`config.mk`:
```
export PLATFORM = sky130hd
export DESIGN_NAME = tx_scheduler
export DESIGN_NICKNAME = d
export VERILOG_FILES = /design/src/rtl/tx_scheduler_pkg.sv /design/src/rtl/tx_scheduler_bit_timer.sv /design/src/rtl/tx_scheduler.sv
export SDC_FILE = /design/constraint.sdc
export NUM_CORES = 1
export LEC_CHECK = 0
export CAP_MARGIN = 20
export CORE_MARGIN = 4
export CORE_UTILIZATION = 48
export CTS_CLUSTER_SIZE = 24
export DETAILED_ROUTE_END_ITERATION = 6
export PLACE_DENSITY = 0.81
export SLEW_MARGIN = 20
export SYNTH_ARGS = -nofsm -noshare
export SYNTH_HDL_FRONTEND = slang
export SYNTH_HIERARCHICAL = 1
export SYNTH_SLANG_ARGS = --single-unit
```
`constraint.sdc`:
```
create_clock -name clk -period 3.51 [get_ports clk]
set_clock_uncertainty 0.2 [all_clocks]
set_input_delay 0.351 -clock clk [delete_from_list [all_inputs] [get_ports clk]]
set_output_delay 0.351 -clock clk [all_outputs]
set_load 0.005 [all_outputs]
```
`src/rtl/tx_scheduler_pkg.sv`:
```
// Shared definitions for the transmit scheduler: network packet geometry,
// default parameter values and the scheduler state encoding.
package tx_scheduler_pkg;

  localparam int unsigned NETWORK_SLICES = 4;
  localparam int unsigned NETWORK_WIDTH  = 8;
  localparam int unsigned PACKET_BITS    = NETWORK_SLICES * NETWORK_WIDTH;

  localparam int unsigned DEFAULT_FRAME_BITS     = 64;
  localparam int unsigned DEFAULT_BIT_PERIOD     = 8;
  localparam int unsigned DEFAULT_GUARD_BITS     = 4;
  localparam int unsigned DEFAULT_TIMEOUT_CYCLES = 1024;

  typedef enum logic [2:0] {
    IDLE,
    START,
    WAIT_SORT,
    SEND,
    GUARD
  } tx_state_t;

endpackage

```
`src/rtl/tx_scheduler_bit_timer.sv`:
```
// Bit-period phase counter: strobe on phase 0, last_phase on the final clock
// of each period while enabled; clear forces the phase back to 0.
module bit_timer #(
  parameter int unsigned PERIOD = 8
) (
  input  logic clk,
  input  logic reset,
  input  logic enable,
  input  logic clear,
  output logic strobe,
  output logic last_phase
);

  localparam int unsigned PW = (PERIOD > 1) ? $clog2(PERIOD) : 1;

  logic [PW-1:0] phase;
  logic          at_last;

  assign at_last = (phase == PW'(PERIOD - 1));

  always_ff @(posedge clk) begin
    if (reset || clear) begin
      phase <= '0;
    end else if (enable) begin
      phase <= at_last ? '0 : phase + 1'b1;
    end
  end

  assign strobe     = enable && (phase == '0);
  assign last_phase = enable && at_last;

endmodule

```
`src/rtl/tx_scheduler.sv`:
```
// Transmit scheduler: hands a packet to the sorter, serialises the sorted
// frame LSB first, then idles for a guard period. Optional sorter watchdog
// is built when TX_SCHEDULER_TIMEOUT_EN is defined.
module tx_scheduler
  import tx_scheduler_pkg::*;
#(
  parameter int unsigned FRAME_BITS     = DEFAULT_FRAME_BITS,
  parameter int unsigned BIT_PERIOD     = DEFAULT_BIT_PERIOD,
  parameter int unsigned GUARD_BITS     = DEFAULT_GUARD_BITS,
  parameter int unsigned TIMEOUT_CYCLES = DEFAULT_TIMEOUT_CYCLES
) (
  input  logic                  clk,
  input  logic                  reset,
  input  logic                  in_valid,
  output logic                  in_ready,
  input  logic [PACKET_BITS-1:0] in_packet,
  output logic [PACKET_BITS-1:0] sort_packet,
  output logic                  sort_start,
  input  logic                  sort_done,
  input  logic [FRAME_BITS-1:0] sort_frame,
  input  logic                  abort,
  output logic                  bit_out,
  output logic                  bit_strobe,
  output logic                  tx_active,
  output logic                  frame_sent,
  output logic                  sort_timeout,
  output logic [15:0]           frames_sent
);

  localparam int unsigned CNT_MAX    = (FRAME_BITS > GUARD_BITS) ? FRAME_BITS : GUARD_BITS;
  localparam int unsigned CNT_W      = (CNT_MAX > 1) ? $clog2(CNT_MAX) : 1;
  localparam int unsigned FRAME_LAST = FRAME_BITS - 1;
  localparam int unsigned GUARD_LAST = (GUARD_BITS > 0) ? GUARD_BITS - 1 : 0;

  if (FRAME_BITS < 1 || BIT_PERIOD < 1 || TIMEOUT_CYCLES < 1) begin : g_param_check
    $error("tx_scheduler: FRAME_BITS, BIT_PERIOD and TIMEOUT_CYCLES must be at least 1");
  end

  tx_state_t              state, state_next;
  logic [PACKET_BITS-1:0] packet_q;
  logic [FRAME_BITS-1:0]  shift_q;
  logic [CNT_W-1:0]       bit_cnt;
  logic [15:0]            frames_cnt;
  logic                   frame_sent_q;

  logic accept, load, frame_done, timed_out, wait_expired;
  logic timer_en, timer_clr, phase_strobe, last_phase;
  logic frame_last_bit, guard_last_bit;

  assign frame_last_bit = (bit_cnt == CNT_W'(FRAME_LAST));
  assign guard_last_bit = (bit_cnt == CNT_W'(GUARD_LAST));

  // The timer runs through SEND and GUARD so the guard period reuses the
  // same phase and bit counters; it is held clear everywhere else.
  assign timer_en  = (state == SEND) || (state == GUARD);
  assign timer_clr = load || !timer_en;

  bit_timer #(
    .PERIOD(BIT_PERIOD)
  ) u_bit_timer (
    .clk       (clk),
    .reset     (reset),
    .enable    (timer_en),
    .clear     (timer_clr),
    .strobe    (phase_strobe),
    .last_phase(last_phase)
  );

  always_comb begin
    state_next = state;
    accept     = 1'b0;
    load       = 1'b0;
    frame_done = 1'b0;
    timed_out  = 1'b0;
    if (abort) begin
      state_next = IDLE;
    end else begin
      unique case (state)
        IDLE: begin
          if (in_valid) begin
            accept     = 1'b1;
            state_next = START;
          end
        end
        START: state_next = WAIT_SORT;
        WAIT_SORT: begin
          if (sort_done) begin
            load       = 1'b1;
            state_next = SEND;
          end else if (wait_expired) begin
            timed_out  = 1'b1;
            state_next = IDLE;
          end
        end
        SEND: begin
          if (last_phase && frame_last_bit) begin
            if (GUARD_BITS > 0) begin
              state_next = GUARD;
            end else begin
              frame_done = 1'b1;
              state_next = IDLE;
            end
          end
        end
        GUARD: begin
          if (last_phase && guard_last_bit) begin
            frame_done = 1'b1;
            state_next = IDLE;
          end
        end
        default: state_next = IDLE;
      endcase
    end
  end

  always_ff @(posedge clk) begin
    if (reset) begin
      state        <= IDLE;
      packet_q     <= '0;
      shift_q      <= '0;
      bit_cnt      <= '0;
      frames_cnt   <= '0;
      frame_sent_q <= 1'b0;
    end else begin
      state        <= state_next;
      frame_sent_q <= frame_done;
      if (accept) begin
        packet_q <= in_packet;
      end
      if (frame_done) begin
        frames_cnt <= frames_cnt + 16'd1;
      end
      if (load) begin
        shift_q <= sort_frame;
        bit_cnt <= '0;
      end else if (last_phase) begin
        if (state == SEND) begin
          shift_q <= shift_q >> 1;
        end
        bit_cnt <= ((state == SEND && frame_last_bit) || (state == GUARD && guard_last_bit))
                   ? '0 : bit_cnt + 1'b1;
      end
    end
  end

`ifdef TX_SCHEDULER_TIMEOUT_EN
  localparam int unsigned TO_W = (TIMEOUT_CYCLES > 1) ? $clog2(TIMEOUT_CYCLES) : 1;

  logic [TO_W-1:0] wait_cnt;
  logic            timeout_q;

  always_ff @(posedge clk) begin
    if (reset || state != WAIT_SORT) begin
      wait_cnt <= '0;
    end else begin
      wait_cnt <= wait_cnt + 1'b1;
    end
  end

  always_ff @(posedge clk) begin
    if (reset) begin
      timeout_q <= 1'b0;
    end else begin
      timeout_q <= timed_out;
    end
  end

  assign wait_expired = (state == WAIT_SORT) && (wait_cnt == TO_W'(TIMEOUT_CYCLES - 1));
  assign sort_timeout = timeout_q;
`else
  assign wait_expired = 1'b0;
  assign sort_timeout = timed_out;
`endif

  assign in_ready    = (state == IDLE);
  assign sort_start  = (state == START);
  assign tx_active   = (state == SEND);
  assign bit_out     = tx_active && shift_q[0];
  assign bit_strobe  = tx_active && phase_strobe;
  assign frame_sent  = frame_sent_q;
  assign frames_sent = frames_cnt;
  assign sort_packet = packet_q;

endmodule
```
==> tab_implementation.tex <==
\begin{tabular}{lr}
\hline
Metric & Value \\
\hline
\multicolumn{2}{l}{\textbf{Run status}} \\
\quad Outcome & complete, no violations \\
\multicolumn{2}{l}{\textbf{Setup path}} \\
\quad Critical Path, Cell by Cell & nor3b\_4 > nor2\_1 > inv\_1 > and2\_1 > and2\_1 > nand3\_4 > or4\_1 > a21oi\_1 \\
\quad Signal arrival time at the worst endpoint & 3380 ps \\
\quad Startpoint type of the worst setup path & register \\
\quad Worst stage delay on the critical path & between 500 and 600 ps \\
\quad Nature of the critical path endpoint & register \\
\quad Largest fanout on the critical path & 22 \\
\quad Worst path slowest cell & sky130\_fd\_sc\_hd\_\_or4\_1 \\
\quad Start-to-end type of the worst setup path & register to register \\
\quad Crit-path most repeated cell & sky130\_fd\_sc\_hd\_\_and2\_1 \\
\quad Required arrival time at the worst endpoint & between 3000 and 4000 ps \\
\multicolumn{2}{l}{\textbf{Routing}} \\
\quad Drt drc & 0 \\
\quad Routed length per instance & 14.84 microns \\
\quad Number of vias in the routed layout & 5211 \\
\quad Number of search-and-repair iterations in the first detailed-routing pass & 5 \\
\quad Via density per instance & 5.520 \\
\quad Post-route ant nets & 0 \\
\quad Post-detailed-routing wire length & 14.01 mm \\
\quad Starting DRT DRC Count & approximately 400 \\
\multicolumn{2}{l}{\textbf{Timing}} \\
\quad Transition at the pin with the smallest max-transition slack & 944.1 ps \\
\quad Unrepaired setup endpoints after global routing & false \\
\quad Fin. Hold Viols & 0 \\
\quad Tcrit/Tclk final & 89.64\% \\
\quad Final Setup Violations & 0 \\
\quad Max-slew violation count & 0 \\
\quad Smallest hold slack & 183.4 ps \\
\quad Fin crit period & about 3100 ps \\
\quad Total negative setup slack & 0 ps \\
\quad Worst slew margin & 37.06\% \\
\quad Fmax achieved & 0.3178 GHz \\
\multicolumn{2}{l}{\textbf{Logic synthesis}} \\
\quad Dominant combinational cell family by area after synthesis & simple AND/OR/NAND/NOR gates \\
\quad Share of the synthesized area in compound gates (AO/OA/AOI/OAI) & 16.76\% \\
\quad Largest area contributor in the netlist & sky130\_fd\_sc\_hd\_\_dfxtp\_1 \\
\quad Most common library cells after synthesis & 199 x sky130\_fd\_sc\_hd\_\_nand2\_1, 125 x sky130\_fd\_sc\_hd\_\_dfxtp\_1, 80 x sky130\_fd\_sc\_hd\_\_nor2\_1 \\
\quad Share of synthesized registers carrying an async set or reset & 0\% \\
\quad Share of the yosys chip area belonging to registers & 46.74\% \\
\quad Multiplexer fraction of the synthesized cell area & under 10\% \\
\quad Fraction of post-synthesis cell area in the top cell type by area & a little under half \\
\quad XOR/XNOR share of the synthesized area & 1.309\% \\
\quad Most common cell in the netlist & sky130\_fd\_sc\_hd\_\_nand2\_1 \\
\quad Number of standard cells after synthesis & between 600 and 700 \\
\quad Post-synth cell types & 43 \\
\quad EDFF count, synth & 0 \\
\quad Average cell area after synthesis & 8.039 sq um \\
\quad Syn Std Cell Area & 5354 sq um \\
\quad Arithmetic-cell share of the synthesized area counting full adders, half adders and majority gates & approximately 1.2\% \\
\quad Synth top area cells & sky130\_fd\_sc\_hd\_\_dfxtp\_1 47\%, sky130\_fd\_sc\_hd\_\_nand2\_1 14\%, sky130\_fd\_sc\_hd\_\_a311oi\_1 10\% \\
\quad Synthesized flop and latch total & 125 \\
\quad Syn Nets & 772 \\
\quad Yosys warning total & 6 \\
\quad Ys flop type & sky130\_fd\_sc\_hd\_\_dfxtp\_1 \\
\quad Simple-gate area share of the yosys netlist & roughly 28\% \\
\multicolumn{2}{l}{\textbf{Final layout}} \\
\quad Post-route core utilization & 68.75\% \\
\quad Final net count & 898 \\
\quad Layout cell share with drive strength beyond 1 & around 5.8\% \\
\quad Area growth from synthesis to layout & 39.82\% \\
\quad Count of antenna diodes in the layout & 0 \\
\quad Number of non-filler instances in the completed layout & 944 \\
\multicolumn{2}{l}{\textbf{Power}} \\
\quad Leakage power figure & around 2.5 nW \\
\quad Maximum vdd drop & $\sim$0.31 mV \\
\quad Power share of the combinational group & under 10\% \\
\quad Cell Pwr Density & approximately 460 nW/um\^{}2 \\
\quad Register share of total power & 42.6\% \\
\quad Net Sw Frac & 20.06\% \\
\quad Switching power & 0.0006881 W \\
\quad Portion of total power attributed to the clock network & 50.6\% \\
\quad Internal power summed over all cells & about 0.0027 W \\
\multicolumn{2}{l}{\textbf{Job}} \\
\quad Max-cap viol count & 0 \\
\multicolumn{2}{l}{\textbf{Global routing}} \\
\quad Global-route usage over all layers & between 20\% and 30\% \\
\quad Number of antenna violations at the first check in global routing & 0 \\
\quad Global route total overflow & 0 \\
\quad Maximum number of pins on one net before global-route repair & 93 \\
\quad First-pass GRT wire length & 22.89 mm \\
\quad Vias in the first global route & between 4000 and 5000 \\
\multicolumn{2}{l}{\textbf{Die}} \\
\quad Die area & 12910 sq um \\
\quad Core outline area & 10890 sq um \\
\quad Horiz. Die Dim & 113.6 microns \\
\quad Effective utilization at floorplan & between 40\% and 50\% \\
\quad Height of the die & 113.6 microns \\
\quad Ports & 156 \\
\quad Number of placement rows & 38 \\
\multicolumn{2}{l}{\textbf{Clock network}} \\
\quad Number of buffers inserted to repair setup after CTS & 0 \\
\quad Maximum level of the CTS H-tree & 4 \\
\quad Total clock buffers created by CTS & 17 \\
\quad Clock root buffer & sky130\_fd\_sc\_hd\_\_clkbuf\_8 \\
\quad Clock transition at the registers of the reported paths & about 60 ps \\
\quad Clock tree from TritonCTS & yes \\
\quad Clock latency of the later-clocked register in the worst-skew pair & roughly 510 ps \\
\quad Number of buffers between clock root and the deepest sink & 2 \\
\quad Clock sinks & 125 \\
\multicolumn{2}{l}{\textbf{Placed design}} \\
\quad DP Cell Count & slightly above 900 \\
\quad Gp weighted congestion & 0.8450 \\
\quad HPWL after DPL & 9.530 mm \\
\quad Number of input and output port buffers inserted & 154 \\
\multicolumn{2}{l}{\textbf{Min path}} \\
\quad Worst min-delay path category & input port to register \\
\hline
\end{tabular}
## logic make-up (layout without fill, tap and decap cells)
| kind of cell | count (synthesis) | count (layout) |
|---|---|---|
| adders and majority gates | 5 | 5 |
| DFF | 125 | 125 |
| muxes | 6 | 6 |
| other | 1 | 1 |
| AOI/OAI and AO/OA | 124 | 124 |
| buffers and inverters | 60 | 198 |
| and+or+nand+nor | 337 | 337 |
| xor gates and xnor gates | 8 | 8 |
## metal layers
| metal | global-route usage, % | vias up | wire, microns |
|---|---|---|---|
| li1 | - | 2569 | - |
| met1 | 27.49 | 2427 | 6191 |
| met2 | 34.12 | 193 | 6517 |
| met3 | 6.154 | 22 | 1034 |
| met4 | 8.734 | 0 | 263 |
| met5 | 0 | - | 0 |
## power by group through the flow
stage / logic, W / clock network, W / registers (W)
2_1_floorplan: 0.0000694 / 0 / 0.00149
3_3_place_gp: 0.000233 / 0 / 0.00149
3_5_place_dp: 0.000236 / 0 / 0.00149
4_1_cts: 0.000237 / 0.00176 / 0.00146
5_1_grt: 0.000254 / 0.00183 / 0.00146
6_report: 0.000236 / 0.00173 / 0.00146
## what timing repair did
item                       4_1_cts  5_1_grt
gates resized for setup          0        1
hold buffers                     0        0
setup endpoints to repair        0        5
## worst max-delay path, delay by kind of cell, from the launching register on
kind	cells	cell delay [ps]
compound gates	1	170
buf+inv	1	180
flops	1	500
simple gates	6	2030
## stage by stage
step / setup WS [ps] / total power [W] / cell area (sq um)
2_1_floorplan: 828.9 / 0.001558 / 5354
5_1_grt: 131.6 / 0.003544 / 7486
3_5_place_dp: 299.2 / 0.001725 / 6888
3_3_place_gp: 534.3 / 0.001721 / 6888
6_report: 363.6 / 0.003431 / 7486
4_1_cts: 292.7 / 0.003459 / 7478
## flip-flops by register name (all words and copies together) (netlist names)
| signal | count |
|---|---|
| shift_q | 64 |
| sort_packet | 32 |
| frames_sent | 16 |
| bit_cnt | 6 |
| state | 3 |
| u_bit_timer/phase | 3 |
| frame_sent | 1 |
## path summary, 6_finish.rpt
kind,endpoint,slack [ps],cells past startpoint,from
worst max-delay path,frames_sent[12],360,8,state[2]
worst min-delay path,sort_packet[11],180,3,in_packet[11]
worst max register to register,frames_sent[12],360,8,state[2]
worst min register to register,sort_packet[0],250,2,sort_packet[0]
## cell usage in the layout, fill, tap and decap left out, types with 2 or more instances in the layout
master	instances
sky130_fd_sc_hd__nand2_1	199
sky130_fd_sc_hd__clkdlybuf4s50_1	153
sky130_fd_sc_hd__dfxtp_1	125
sky130_fd_sc_hd__nor2_1	80
sky130_fd_sc_hd__a311oi_1	63
sky130_fd_sc_hd__a21oi_1	44
sky130_fd_sc_hd__clkbuf_16	16
sky130_fd_sc_hd__or4_1	10
sky130_fd_sc_hd__buf_4	10
sky130_fd_sc_hd__o31ai_1	9
sky130_fd_sc_hd__nand3_1	6
sky130_fd_sc_hd__mux2i_1	6
sky130_fd_sc_hd__nor3_1	5
sky130_fd_sc_hd__and2_1	5
sky130_fd_sc_hd__nand4b_1	5
sky130_fd_sc_hd__nand4_1	5
sky130_fd_sc_hd__xnor2_1	5
sky130_fd_sc_hd__ha_1	5
sky130_fd_sc_hd__clkbuf_8	5
sky130_fd_sc_hd__inv_1	4
sky130_fd_sc_hd__o21ai_0	4
sky130_fd_sc_hd__clkinv_2	4
sky130_fd_sc_hd__xor2_1	3
sky130_fd_sc_hd__bufinv_16	3
sky130_fd_sc_hd__clkbuf_1	3
sky130_fd_sc_hd__and3b_1	2
sky130_fd_sc_hd__nor4_4	2
sky130_fd_sc_hd__and4_1	2
sky130_fd_sc_hd__and3_1	2
sky130_fd_sc_hd__or3_1	2
sky130_fd_sc_hd__nand3b_1	2
## final cells by class
| cell class | count | area, sq um |
|---|---|---|
| inverters | 4 | 15.01 |
| clock buffers | 24 | 480.5 |
| fillers | 876 | 3402 |
| well taps | 140 | 175.2 |
| flip-flops and latches | 125 | 2502 |
| multi-input cells | 481 | 2596 |
| repair buffers | 163 | 1607 |
| clock inverters | 7 | 110.1 |
(Power assumes the default switching activity.)
